**config.mk**
```make
export PLATFORM = sky130hd
export DESIGN_NAME = clk_divider_prog
export DESIGN_NICKNAME = d
export VERILOG_FILES = /design/src/rtl/clk_divider_prog.sv
export SDC_FILE = /design/constraint.sdc
export NUM_CORES = 1
export LEC_CHECK = 0
export CAP_MARGIN = 20
export CORE_MARGIN = 3
export CORE_UTILIZATION = 35
export DETAILED_ROUTE_END_ITERATION = 6
export DONT_BUFFER_PORTS = 1
export GPL_TIMING_DRIVEN = 1
export MAX_ROUTING_LAYER = met4
export PLACE_DENSITY = 0.46
export RECOVER_POWER = 100
export SYNTH_ARGS = -nofsm -noshare
export SYNTH_HDL_FRONTEND = slang
export SYNTH_SLANG_ARGS = --single-unit
```
**constraint.sdc**
```tcl
create_clock -name i_clk -period 3.4 [get_ports i_clk]
set_input_delay 0.34 -clock i_clk [delete_from_list [all_inputs] [get_ports i_clk]]
set_output_delay 0.34 -clock i_clk [all_outputs]
set_load 0.05 [all_outputs]
```
**src/rtl/clk_divider_prog.sv**
```systemverilog
// Programmable tick divider: counts 0..div, pulses on wrap, reloads its divisor glitch-free via a shadow register.
// Optional square-wave output is built when CLK_DIVIDER_PROG_TOGGLE_EN is defined; otherwise o_toggle is tied 0.
module clk_divider_prog #(
    parameter int                 P_WIDTH       = 26,
    parameter logic [P_WIDTH-1:0] P_DEFAULT_DIV = P_WIDTH'(255)
) (
    input  logic               i_clk,
    input  logic               i_reset,
    input  logic               i_enable,
    input  logic               i_mode,
    input  logic               i_start,
    input  logic               i_div_valid,
    input  logic [P_WIDTH-1:0] i_div,
    output logic               o_div_ready,
    output logic [P_WIDTH-1:0] o_count,
    output logic               o_impulse,
    output logic               o_busy,
    output logic               o_toggle
);

    typedef enum logic {
        ST_IDLE,
        ST_RUN
    } state_t;

    state_t             state_q, state_d;
    logic [P_WIDTH-1:0] count_q;
    logic [P_WIDTH-1:0] div_q;
    logic [P_WIDTH-1:0] shadow_q;
    logic               shadow_full_q;
    logic               mode_q;       // 1 = one-shot
    logic               impulse_q;
    logic               wrap;
    logic               accept;

    assign wrap   = (state_q == ST_RUN) && i_enable && (count_q == div_q);
    assign accept = i_div_valid && !shadow_full_q;

    // NOTE: next-state logic starts from a full default so no path leaves state_d unassigned (no latch).
    always_comb begin
        state_d = state_q;
        case (state_q)
            ST_IDLE: if (i_enable && (!mode_q || i_start)) state_d = ST_RUN;
            ST_RUN:  if (wrap && mode_q)                   state_d = ST_IDLE;
            default: state_d = ST_IDLE;
        endcase
    end

    always_ff @(posedge i_clk) begin
        if (!i_reset) state_q <= ST_IDLE;
        else          state_q <= state_d;
    end

    // Idle and wrap cycles are the only reload points for the active divisor and mode.
    always_ff @(posedge i_clk) begin
        if (!i_reset) begin
            count_q       <= '0;
            impulse_q     <= 1'b0;
            mode_q        <= i_mode;
            div_q         <= P_DEFAULT_DIV;
            shadow_q      <= '0;
            shadow_full_q <= 1'b0;
        end else begin
            impulse_q <= wrap;
            if (state_q == ST_IDLE || wrap) begin
                count_q <= '0;
                mode_q  <= i_mode;
                if (shadow_full_q) begin
                    div_q         <= shadow_q;
                    shadow_full_q <= 1'b0;
                end else if (accept) begin
                    div_q <= i_div;
                end
            end else begin
                if (i_enable) count_q <= count_q + 1'b1;
                if (accept) begin
                    shadow_q      <= i_div;
                    shadow_full_q <= 1'b1;
                end
            end
        end
    end

`ifdef CLK_DIVIDER_PROG_TOGGLE_EN
    logic toggle_q;

    always_ff @(posedge i_clk) begin
        if (!i_reset)  toggle_q <= 1'b0;
        else if (wrap) toggle_q <= ~toggle_q;
    end

    assign o_toggle = toggle_q;
`else
    assign o_toggle = 1'b0;
`endif

    assign o_div_ready = !shadow_full_q;
    assign o_count     = count_q;
    assign o_impulse   = impulse_q;
    assign o_busy      = (state_q == ST_RUN);

endmodule

```
==> results of run 1 <==
==> stage by stage <==
step                util, %  cells
finish                 40.7    610
global route           40.7    610
CTS                    41.3    610
detailed placement     38.6    594
global placement       38.6    594
floorplan                 -    452
==> layout by cell type (no fill, tap or decap), types with 2 or more instances in the layout <==
cell type / n
buf_4: 13
and4_1: 3
nand3_1: 8
clkbuf_8: 2
nor2_1: 46
or4_4: 2
nor3_1: 8
mux2_2: 18
clkinv_2: 3
and2_1: 8
nand4_1: 7
mux2i_1: 53
xor2_1: 31
nand2_1: 95
xnor2_1: 20
or4_1: 2
clkbuf_1: 17
inv_1: 6
and3_1: 2
dfxtp_1: 81
nor4_1: 11
clkbuf_16: 10
a211oi_1: 8
==> power by group through the flow <==
stage | Combinational (µW) | Clock, µW | Sequential [µW]
after floorplan | 166 | 0 | 1050
after global placement | 180 | 0 | 1050
after detailed placement | 183 | 0 | 1050
after CTS | 184 | 1000 | 1030
after global routing | 200 | 1050 | 1030
final | 180 | 978 | 1030
==> cell type report <==
cell class	count	area, µm²	area share (%)
clock buffers	12	278	6.16
well taps	140	175	3.88
inverters	7	26.3	0.583
repair buffers	30	161	3.58
clock inverters	4	22.5	0.499
flip-flops and latches	82	1650	36.6
multi-input cells	335	2200	48.7
==> how the worst max path moves through the flow <==
stage                          endpoint  slack (ps)  cells after the start
after global placement      o_count[24]         900                      7
after detailed placement    o_count[16]         890                      7
after CTS                 shadow_full_q         870                      7
after global routing      shadow_full_q         380                      7
after floorplan                  mode_q         760                      6
final                       o_count[17]         560                      7
==> registers in the layout, indices dropped and copies added, names as in the netlist <==
name and count:
o_busy 1, shadow_full_q 1, o_count 26, div_q 26, shadow_q 26, mode_q 1, o_impulse 1
==> metal layers <==
layer,track usage [%],wire length [µm]
met3,5.15,692
met1,22.0,4650
met2,22.5,4160
met4,6.65,165
met5,-,0
==> worst max-delay path, cell delays in order, from the launching register on <==
cell and delay [ps]:
dfxtp_1 300, clkbuf_1 550, xor2_1 270, or4_4 480
or3_4 360, o211ai_2 420, buf_4 290, nor2_1 70
==> kinds of logic (layout without fill, tap and decap cells) <==
kind of cell,after synthesis,in the layout,share of synthesized area (%)
DFF,82,82,40.7
adders and majority gates,1,1,0.308
buffers and inverters,35,53,5.21
xor gates and xnor gates,51,51,11.0
AOI/OAI and AO/OA,13,13,2.65
and+or+nand+nor,198,198,22.0
other,1,1,0.0924
muxes,71,71,18.1
==> results.json, run 1 <==
{
  "status": "complete, no violations",
  "report.final.slew_viol_count": 0,
  "holdBufCountCts": 0,
  "clkPwrFrac_pct": 44.7,
  "ys_seq_area_share_pct": 40.7,
  "crit_fanout": 12,
  "num_io_pins": 62,
  "syn_avg_cell_area_um2": 8.98,
  "final_area_um2": 4510,
  "final_min_period_over_clock_period_pct": 83.5,
  "row_count": 38,
  "synth_top_area_share_pct": 40.0,
  "yosys-top-cells-area": "dfxtp_1 40%, mux2i_1 13%, nand2_1 8.8%, xor2_1 6.7%, mux2_2 5.0%",
  "antenna_cells": 0,
  "drtIter0Drc": 219,
  "grt_pass1_wl_mm": 15.9,
  "rsz0062_at_grt": "no",
  "pwr_density_cell_nw_per_um2": 485,
  "ys_ff_latch": 82,
  "total_power_uw": 2190,
  "start_util_pct": 36.6,
  "p_int_uw": 1660,
  "clock.fmax_mhz": 352,
  "layout_min_cycle_time_ps": 2840,
  "pwr-share-seq_pct": 47.1,
  "ys_async_sr_fraction_pct": 0,
  "hpwl_mm": 6.81,
  "finalHoldViolCount": 0,
  "hp-class": "in -> reg",
  "p_leak_uw": 0.00173,
  "path_clk_slew_ps": 60,
  "power_frac_comb_pct": 8.2,
  "place_congestion": 0.897,
  "final.fill_count": 1157,
  "hold_slack_ps": 92.4,
  "grt_max_degree": 91,
  "cp_data_required_time_ps": 3630,
  "hp-start": "i_mode",
  "synth_edf_count": 1,
  "max-slew-margin-rel_pct": 39.1,
  "cts_resized": 0,
  "cts_root_buf": "clkbuf_16",
  "synthCells": 452,
  "whs_endpoint": "mode_q",
  "vias_per_cell": 4.90,
  "p_sw_uw": 529,
  "wl_per_cell_um": 15.8,
  "ff2ff_setup_slack_ps": 560,
  "antenna_found_initial": 0,
  "crit_start": "o_count[25]",
  "track_usage_pct": 16.3,
  "cts_inserted_buffers": 9,
  "worst_ir_drop_vdd_uv": 323,
  "htree_levels": 3,
  "min_path_cells": 0,
  "dieWidth_um": 114,
  "clock-sinks": 82,
  "drv_cap": 0,
  "finalSetupViolCount": 0,
  "clk_path_buf_depth": 2,
  "grt_pass1_vias": 2934,
  "worstSetupPathType": "reg -> reg",
  "synth_commonest_cells": "95 x nand2_1, 81 x dfxtp_1, 53 x mux2i_1, 46 x nor2_1, 31 x xor2_1",
  "startpoint_type": "register",
  "insertion_delay_ps": 350,
  "portBuffers": 0,
  "ant_nets": 0,
  "cts_tree": "yes",
  "r2r-start": "o_count[25]",
  "fin_setup_tns_ps": 0,
  "core_area_um2": 11100,
  "nets": 498,
  "synth_area_leader_cell": "dfxtp_1",
  "synth_flop_cell": "dfxtp_1",
  "worstSetupEndpointType": "register",
  "drc": 0,
  "dieArea_um2": 12900,
  "worst_pin_slew_ps": 914,
  "arrival_ps": 3070,
  "netSwitchingFraction_pct": 24.2,
  "post-place-ws_ps": 891,
  "syn_area_um2": 4060,
  "areaGrowthSynthToFinish_pct": 11.1,
  "layout-drive-gt1-share_pct": 11.3,
  "setup_ws_ps": 561,
  "drt_wl_total_mm": 9.66,
  "synth_most_common_cell": "nand2_1",
  "post_cts_buffers": 0,
  "die_h_um": 114,
  "drt_first_pass_iters": 4,
  "regToRegEndpoint": "o_count[17]",
  "ys_warn_count": 0,
  "grt.overflow.total": 0,
  "routed-via-count": 2991,
  "ys_types": 40,
  "dpl_cell_area_um2": 4270,
  "rr_worst_depth": 7,
  "syn_nets": 485,
  "fin_worst_skew_ps": 7.89
}
Note: power is estimated with default switching activity, not from simulation.
==> inputs of run 2 (changes only) <==
==> constraint.sdc (replaced) <==
create_clock -name i_clk -period 2.9 [get_ports i_clk]
set_input_delay 0.29 -clock i_clk [delete_from_list [all_inputs] [get_ports i_clk]]
set_output_delay 0.29 -clock i_clk [all_outputs]
set_load 0.05 [all_outputs]
==> run 2 against run 1 <==
Against the previous run: clock skew rose by 1.1 ps; clock power rose by 22%; critical path depth fell by 1; hold slack got worse by 48 ps; sequential power rose by 17%; via count fell by 0.37%; design area barely moved; sequential share of layout area barely moved; maximum frequency rose by 18%; sequential cell count did not move; first-iteration DRC count fell by 13%; worst setup slack got worse by 70 ps; critical endpoint is now shadow_q[5]; largest cell class unchanged.
==> results.json, run 2 (same netlist as run 1, synthesis figures left out) <==
{
  "status": "complete, no violations",
  "path_clk_slew_ps": 60,
  "crit_fanout": 26,
  "final_common_cell": "nand2_1",
  "cts_root_buf": "clkbuf_16",
  "dieWidth_um": 114,
  "drc": 0,
  "drv_cap": 0,
  "layout-drive-gt1-share_pct": 10.4,
  "start_util_pct": 36.6,
  "clock.fmax_mhz": 415,
  "fin_setup_tns_ps": 0,
  "hpwl_mm": 6.90,
  "arrival_ps": 2620,
  "p_leak_uw": 0.00173,
  "routed-via-count": 2980,
  "grt_pass1_vias": 2915,
  "die_h_um": 114,
  "vias_per_cell": 4.87,
  "pwr_density_cell_nw_per_um2": 577,
  "startpoint_type": "register",
  "ant_nets": 0,
  "layout_min_cycle_time_ps": 2410,
  "cts_inserted_buffers": 9,
  "clock-sinks": 82,
  "finalSetupViolCount": 0,
  "drtIter0Drc": 190,
  "final.fill_count": 1161,
  "grt_max_degree": 91,
  "worstSetupPathType": "reg -> reg",
  "post_cts_buffers": 0,
  "path_buf_inv": 1,
  "report.final.slew_viol_count": 0,
  "path_cells": "xor2_1 -> or4_2 -> or3_1 -> o2111a_1 -> buf_4 -> mux2i_1",
  "worstSetupEndpointType": "register",
  "crit_path_max_incr_delay_ps": 680,
  "portBuffers": 0,
  "rsz0062_at_grt": "no",
  "num_io_pins": 62,
  "cts_resized": 0,
  "htree_levels": 3,
  "antenna_cells": 0,
  "worst_pin_slew_ps": 856,
  "place_congestion": 0.764,
  "multi_input_area_um2": 2180,
  "core_area_um2": 11100,
  "drt_first_pass_iters": 4,
  "cp_top_family": "simple AND/OR/NAND/NOR gates",
  "cp_data_required_time_ps": 3110,
  "antenna_found_initial": 0,
  "dieArea_um2": 12900,
  "insertion_delay_ps": 340,
  "grt_pass1_wl_mm": 15.7,
  "dpl_cell_area_um2": 4290,
  "hp-class": "in -> reg",
  "fin_worst_skew_ps": 8.94,
  "max-slew-margin-rel_pct": 42.9,
  "wl_per_cell_um": 15.6,
  "finalHoldViolCount": 0,
  "register_area_um2": 1650,
  "areaGrowthSynthToFinish_pct": 11.2,
  "final_area_um2": 4510,
  "worst_ir_drop_vdd_uv": 374,
  "holdBufCountCts": 0,
  "final_cell_mix": "95 x nand2_1, 81 x dfxtp_1, 53 x mux2i_1, 46 x nor2_1, 31 x xor2_1",
  "cts_tree": "yes",
  "drt_wl_total_mm": 9.57,
  "nets": 500,
  "final_min_period_over_clock_period_pct": 83.1,
  "grt.overflow.total": 0,
  "row_count": 38,
  "clk_path_buf_depth": 2,
  "track_usage_pct": 16.3,
  "cpMaxStageDelayCell": "or4_2"
}
-- run 2: changes by cell type in the layout (fill, tap and decap cells not counted), sizes merged --
cell      change
buf           -2
bufinv        +1
clkbuf        +4
clkinvlp      -1
-- run 2: final cells by class --
type	instances	share of cell area [%]
inverter	7	0.582
clock inverter	4	1.08
clock buffer	12	5.91
timing repair buffer	32	3.58
multi-input combinational	335	48.4
sequential	82	36.6
tap	140	3.88
-- run 2: per-layer routing --
| metal | vias up | routed length [µm] | global-route usage (%) |
|---|---|---|---|
| li1 | 1539 | - | - |
| met1 | 1369 | 4610 | 21.3 |
| met2 | 60 | 4170 | 23.5 |
| met3 | 12 | 624 | 5.41 |
| met4 | 0 | 163 | 5.85 |
| met5 | - | 0 | - |
-- run 2: final timing paths --
path / from / end / slack, ps / depth (start not counted)
worst max register to register: o_count[16] / shadow_q[5] / 490 / 6
worst min-delay path: i_mode / mode_q / 40 / 0
worst max-delay path: o_count[16] / shadow_q[5] / 490 / 6
worst min register to register: shadow_q[1] / shadow_q[1] / 450 / 2
-- run 2: where the power goes --
part / internal (µW) / switching [µW]
Clock: 736 / 457
Sequential: 1180 / 29.9
Combinational: 92.6 / 114
-- run 2: through the flow --
stage	total power [µW]	util [%]	cells	worst slack, ps	hold WS [ps]
2_1_floorplan	1420	-	452	263	389
3_3_place_gp	1440	38.7	596	681	389
3_5_place_dp	1450	38.7	596	644	389
4_1_cts	2660	41.6	612	639	25.7
5_1_grt	2730	40.7	612	365	21.7
6_report	2610	40.7	612	491	44.7
